## src/rtl/classification_ctrl.sv

```systemverilog
// rtl/classification_ctrl.sv - classification pass sequencer: centroid load, point streaming, pipeline enables
module classification_ctrl #(
  parameter int addrWidth    = 8,
  parameter int centroid_num = 8,
  parameter int ram_latency  = 1,
  parameter int pipe_delay   = 2,
  localparam int SelW        = (centroid_num > 1) ? $clog2(centroid_num) : 1
) (
  input  logic                    clk,
  input  logic                    rst_n,
  input  logic                    start,
  input  logic [addrWidth-1:0]    last_addr,
  output logic                    busy,
  output logic                    done,
  output logic [SelW-1:0]         centroid_sel,
  output logic [centroid_num-1:0] centroid_en,
  output logic                    ram_rd_en,
  output logic [addrWidth-1:0]    ram_addr,
  output logic                    ram_input_reg_en,
  output logic                    accumulators_en
);

  localparam int Depth = ram_latency + pipe_delay;
  localparam logic [SelW-1:0] SelLast = SelW'(centroid_num - 1);
  localparam logic [centroid_num-1:0] OneHot0 = centroid_num'(1);

  typedef enum logic [2:0] {S_IDLE, S_LOAD, S_STREAM, S_DRAIN, S_DONE} state_t;

  state_t                 r_state;
  state_t                 w_next;
  logic [addrWidth-1:0]   r_last;
  logic [addrWidth-1:0]   r_addr;
  logic [SelW-1:0]        r_sel;
  logic [Depth-1:0]       r_sr;
  logic [Depth-1:0]       w_sr_next;
  logic                   w_rd;

  assign w_rd      = (r_state == S_STREAM);
  // Bit i of the valid pipe is the read strobe delayed by i+1 cycles.
  assign w_sr_next = (r_sr << 1) | Depth'(w_rd);

  always_ff @(posedge clk or negedge rst_n) begin
    if (!rst_n) begin
      r_state <= S_IDLE;
    end else begin
      r_state <= w_next;
    end
  end

  always_comb begin
    w_next = r_state;
    case (r_state)
      S_IDLE:   if (start) w_next = S_LOAD;
      S_LOAD:   if (r_sel == SelLast) w_next = S_STREAM;
      S_STREAM: if (r_addr == r_last) w_next = S_DRAIN;
      // Leave once nothing remains in flight, so done lands right after the last accumulate.
      S_DRAIN:  if (w_sr_next == '0) w_next = S_DONE;
      S_DONE:   w_next = S_IDLE;
      default:  w_next = S_IDLE;
    endcase
  end

  always_ff @(posedge clk or negedge rst_n) begin
    if (!rst_n) begin
      r_last <= '0;
      r_addr <= '0;
      r_sel  <= '0;
      r_sr   <= '0;
    end else begin
      r_sr <= w_sr_next;
      case (r_state)
        S_IDLE: begin
          if (start) begin
            r_last <= last_addr;
            r_sel  <= '0;
          end
        end
        S_LOAD: begin
          r_sel <= r_sel + 1'b1;
          if (r_sel == SelLast) r_addr <= '0;
        end
        S_STREAM: begin
          // Hold on the final address so a full-RAM pass never wraps.
          if (r_addr != r_last) r_addr <= r_addr + 1'b1;
        end
        default: ;
      endcase
    end
  end

  assign busy             = (r_state != S_IDLE);
  assign done             = (r_state == S_DONE);
  assign centroid_sel     = (r_state == S_LOAD) ? r_sel : '0;
  assign centroid_en      = (r_state == S_LOAD) ? (OneHot0 << r_sel) : '0;
  assign ram_rd_en        = w_rd;
  assign ram_addr         = w_rd ? r_addr : '0;
  assign ram_input_reg_en = r_sr[ram_latency-1];
  assign accumulators_en  = r_sr[Depth-1];

endmodule

```

## config.mk

```make
export PLATFORM = sky130hd
export DESIGN_NAME = classification_ctrl
export DESIGN_NICKNAME = d
export VERILOG_FILES = /design/src/rtl/classification_ctrl.sv
export SDC_FILE = /design/constraint.sdc
export NUM_CORES = 1
export LEC_CHECK = 0
export ABC_CLOCK_PERIOD_IN_PS = 2000
export BUFFER_PORTS_ARGS = -buffer_cell sky130_fd_sc_hd__buf_2
export CAP_MARGIN = 20
export CORE_MARGIN = 5
export CORE_UTILIZATION = 52
export DETAILED_ROUTE_END_ITERATION = 12
export PLACE_DENSITY = 0.78
export SLEW_MARGIN = 20
export SYNTH_ARGS = -nofsm -noshare
export SYNTH_HDL_FRONTEND = slang
export SYNTH_SLANG_ARGS = --single-unit
```

## constraint.sdc

```tcl
create_clock -name clk -period 2 [get_ports clk]
set_clock_uncertainty 0.05 [all_clocks]
set_input_delay 0.2 -clock clk [delete_from_list [all_inputs] [get_ports clk]]
set_output_delay 0.2 -clock clk [all_outputs]
set_load 0.02 [all_outputs]
```

# --- Word level (Yosys, flattened, before mapping) ---
# Index checks and enable logic that the tools add are counted.
word_totals:
  ff_bits: 25
  inputBits: 11
  output_inout_bits: 24
  wordCells: 43
classes:
  add_sub_neg: 2
  n_eq_ne: 12
  shift: 1
  muxes: 13
  n_bitwise: 1
  n_reduce_logical: 9
op_table:
  columns: ["operator", "n"]
  rows:
  - ["two-way mux 8 bit", 4]
  - ["two-way mux 3 bit", 6]
  - ["one-hot mux 8 bit (2 select lines)", 1]
  - ["one-hot mux 3 bit (4 select lines)", 1]
  - ["adder 8 x 1 -> 8 bit, second input constant", 1]
  - ["== test 8 bit", 1]
  - ["!= test 8 bit", 1]
  - ["<< shifter 1 x 3 -> 8 bit, first input constant", 1]
  - ["== test 3 x 2 -> 1 bit, second input constant", 2]
  - ["== test 3 bit, second input constant", 2]
  - ["zero test 3 bit", 2]
  - ["!= test 2 bit, second input constant", 3]
  - ["one-hot mux 3 bit (2 select lines)", 1]
  - ["!= test 2 x 1 -> 1 bit, second input constant", 2]
  - ["AND reduction 2 bit", 2]
  - ["AND reduction 4 bit", 1]
  - ["nonzero test 2 bit", 2]
  - ["adder 3 x 1 -> 3 bit, second input constant", 1]
  - ["== test 3 x 1 -> 1 bit, second input constant", 1]
  - ["OR 3 x 1 -> 3 bit", 1]
  - ["AND reduction 3 bit", 1]
  - ["nonzero test 3 bit", 1]

# --- Depth between registers and ports, before layout ---
logic_depth:
  ltp_word: 5
  ltp_mapped: 8
  mapped_depth_nobuf: 7

# --- Worst setup path before layout ---
# OpenSTA, ideal clock, no wires.
synth_path:
  path_kind: "flip-flop to flip-flop"
  from: "reg r_state[0]"
  to: "reg r_last[0]"
  setup_time_ns: 0.125
  t_arrival_ns: 1.690
  t_required_ns: 1.825
  setup_slack_ns: 0.136
  path_stages_with_launch: 6
  path_buffers: 2
  synth_period_minus_slack_ns: 1.864
  cell_sequence: "dfrtp_1 > clkbuf_1 > or3_1 > nor2_1 > buf_2 > mux2_2"
synth_between:
  elab_chain_cells: 2
synth_lines:
  columns: ["item", "line", "text"]
  rows:
  - ["from (decl)", "29", "state_t r_state;"]
  - ["from (signal assigned)", "46", "r_state <= w_next;"]
  - ["zero test 3 bit", "71", "case (r_state)"]
  - ["AND reduction 2 bit (no line)", null, null]
  - ["to (signal assigned)", "74", "r_last <= last_addr;"]
  - ["to (decl)", "31", "logic [addrWidth-1:0] r_last;"]
# Every way passes these cells.
# A chain may end at the register's enable or synchronous reset.

# --- Worst setup path in the final report ---
layout_path:
  from: "reg r_state[1]"
  to: "out ram_addr[1]"
layout_between:
  elab_chain_cells: 2
layout_lines:
  columns: ["item", "line", "text"]
  rows:
  - ["== test 3 x 2 -> 1 bit", "38", "assign w_rd = (r_state == S_STREAM);"]
  - ["two-way mux 8 bit", "96", "assign ram_addr = w_rd ? r_addr : '0;"]
  - ["to (decl)", "18", "output logic [addrWidth-1:0] ram_addr,"]
# Every way passes these cells.

==> run summary <==
Outcome - complete, no violations
Antenna-violating nets left - 0
Utilization after layout - 0.671
Switching share of total power - 0.426
Final net count - 203
First-pass GRT wire length - 4670 µm
Worst VDD drop - 0.906 mV
# diodes - 0
CP startpoint kind - flip-flop
Most frequent cell after synthesis - dfrtp_1
Arrival time worst endpoint - 1680 ps
Initial core utilization - 0.549
Yosys top cell area share - 0.452
Mapped Cells - 141
Largest net degree at the start of global routing - 26
Cell Rows - 18
Ys Warns - 0
Fill cells - 215
Final GP Congestion - 0.817
Vias - 1143
Drt pass-1 iters - 4
Register Area - 627 µm²
Number of cells after detailed placement - 203
Leading post-synthesis cells by cell area - dfrtp_1, mux2_2, ha_1
Vias in the first global route - 1089
Area of the multi-input gates - 702 µm²
H-tree depth - 1
GRT Total Usage - 0.166
Tcrit/Tclk final - 0.965
Synth Register Bits - 25
Synth area leader - dfrtp_1
Worst-Skew Late Latency - 330 ps
PwrDens - 1290 mW/mm²
Num CTS Buffers - 3
Sequential area share after synthesis - 0.452
Int Power - 1.25 mW
Remaining global-route overflow - 0
Routed len/inst - 13.6 µm
Comb pwr share - 0.494
Flop pwr share - 0.393
Initial antenna violation count - 0
Post-synth cell types - 33
Post-synth top cells - dfrtp_1, nand2_1, nor2_1, mux2_2
Layout cell share with drive strength beyond 1 - 0.348
I/O Buffers - 34
Ports - 35
Die ar. - 0.00379 mm²
Worst min path class - in -> reg
Setup TNS - 0 ps
Primary FF master, synth - dfrtp_1
Final min period - 1930 ps
Max Clock Freq - 518 MHz
Initial drt markers - 45
Clk pwr share - 0.113
Pleak - 0.855 nW
Crit path required time - 1750 ps
Area Overhead vs Synth - 22.2%
Share of synthesized registers carrying an async set or reset - 1.00
Routed Wire Length - 2900 µm
Die Ht - 61.6 µm
DP Wirelength - 2260 µm
DR vias/cell - 5.34
TritonCTS clock tree - built
# clock sinks - 25
Syn_nets - 159
Clock root cell - clkbuf_4
Fin cells - 214
Max-Slew Margin vs Limit - 0.643
Clk buf depth - 2
Post-synth EDFFs - 0
Top fanout value on the critical path - 7
NetSw - 0.930 mW
Synthesized area per cell - 9.81 µm²
Final Max Slew Viols - 0
Maxcap violations - 0
Die width - 61.6 µm
Core Region - 0.00252 mm²
Clk pin slew, worst setup/hold paths - 150 ps
WS Path Type - reg -> out
Post-Syn Area - 0.00138 mm²
Worst Tran Pin Value - 535 ps
Final setup fails - 0
DRC violation count after routing - 0
Final hold viol count - 0
Critical path endpoint category - output port
==> path summary, 6_finish.rpt <==
kind	start	end	slack (ps)	depth (start not counted)
max in group asynchronous	rst_n	r_state[0]	1200	2
max	r_state[1]	ram_addr[1]	70	6
min reg2reg	r_sr[1]	r_sr[2]	360	0
min	last_addr[2]	r_last[2]	40	2
min in group asynchronous	rst_n	r_state[2]	320	2
max reg2reg	r_state[0]	r_last[4]	180	5
==> power by group through the flow <==
stage	Combinational [mW]	Sequential, mW	Clock, mW
4_1_cts	1.07	0.859	0.252
2_1_floorplan	0.778	0.827	0
3_5_place_dp	1.02	0.888	0
5_1_grt	1.20	0.884	0.269
6_report	1.08	0.858	0.246
3_3_place_gp	0.984	0.869	0
==> routing by layer <==
layer  vias to the layer above  part of all wire  track usage
met2                        36              0.50        0.290
met4                         0            0.0045       0.0273
met5                         -                 0            0
li1                        568                 -            -
met3                         2             0.067       0.0524
met1                       537              0.43        0.203
==> flip-flops by register name (all words and copies together), names as in the netlist <==
signal / cells
r_addr: 8
r_last: 8
r_sel: 3
r_sr: 3
r_state: 3
==> logic make-up (layout without fill, tap and decap cells) <==
group / after synthesis / after routing / share of synthesized area
XOR/XNOR: 8 / 8 / 0.0506
buffers and inverters: 15 / 58 / 0.0452
adder cells (fa/ha/maj): 7 / 7 / 0.0633
multiplexers: 11 / 11 / 0.0877
flip-flops: 25 / 25 / 0.452
AND/OR/NAND/NOR: 56 / 56 / 0.214
AO/OA/AOI/OAI: 19 / 19 / 0.0868
==> what timing repair did <==
action                                  in CTS  in global routing
hold buffers                                 1                  0
endpoints found under the setup margin       3                  9
resized for setup                            1                  4
hold endpoints to repair                    25                  0
setup buffers                                2                  4
==> layout by cell type (no fill, tap or decap), types with 2 or more instances in the layout <==
| cell type | instances |
|---|---|
| ha_1 | 7 |
| mux2i_1 | 2 |
| nor3b_1 | 2 |
| and3_1 | 7 |
| and2_1 | 7 |
| nor2_1 | 10 |
| inv_2 | 2 |
| xnor2_1 | 8 |
| o31ai_1 | 2 |
| nor2b_1 | 2 |
| nand2_1 | 12 |
| a2bb2oi_1 | 2 |
| o21ai_0 | 6 |
| mux2_2 | 9 |
| inv_1 | 7 |
| buf_2 | 32 |
| or3_1 | 3 |
| nand3_1 | 3 |
| clkbuf_4 | 3 |
| a21oi_1 | 4 |
| nor3_1 | 2 |
| nand4_1 | 2 |
| buf_4 | 12 |
| dfrtp_1 | 24 |
==> stage by stage <==
| step | setup WS [ps] | total power [mW] | area (µm²) | hold WS [ps] |
|---|---|---|---|---|
| after floorplan | 136 | 1.60 | 1380 | -146 |
| after detailed placement | 221 | 1.91 | 1590 | 165 |
| after CTS | 32.9 | 2.18 | 1650 | 32.0 |
| final | 70.8 | 2.18 | 1690 | 42.2 |
| after global placement | 268 | 1.85 | 1590 | 160 |
| after global routing | -5.93 | 2.35 | 1690 | 23.4 |
==> critical path, cell delays in order (launching register included) <==
cell and delay (ps):
dfrtp_1 410, inv_2 70, or3_4 370, inv_2 110
buf_4 140, and2_1 120, buf_4 130
==> layout make-up <==
cell class                      count  share of cell area
Tap cell                           30              0.0222
Clock buffer                        3              0.0133
Timing Repair Buffer               45               0.154
Sequential cell                    25               0.371
Multi-Input combinational cell    101               0.415
Inverter                            9              0.0200
Clock inverter                      1             0.00518
Note: power is estimated with default switching activity, not from simulation.
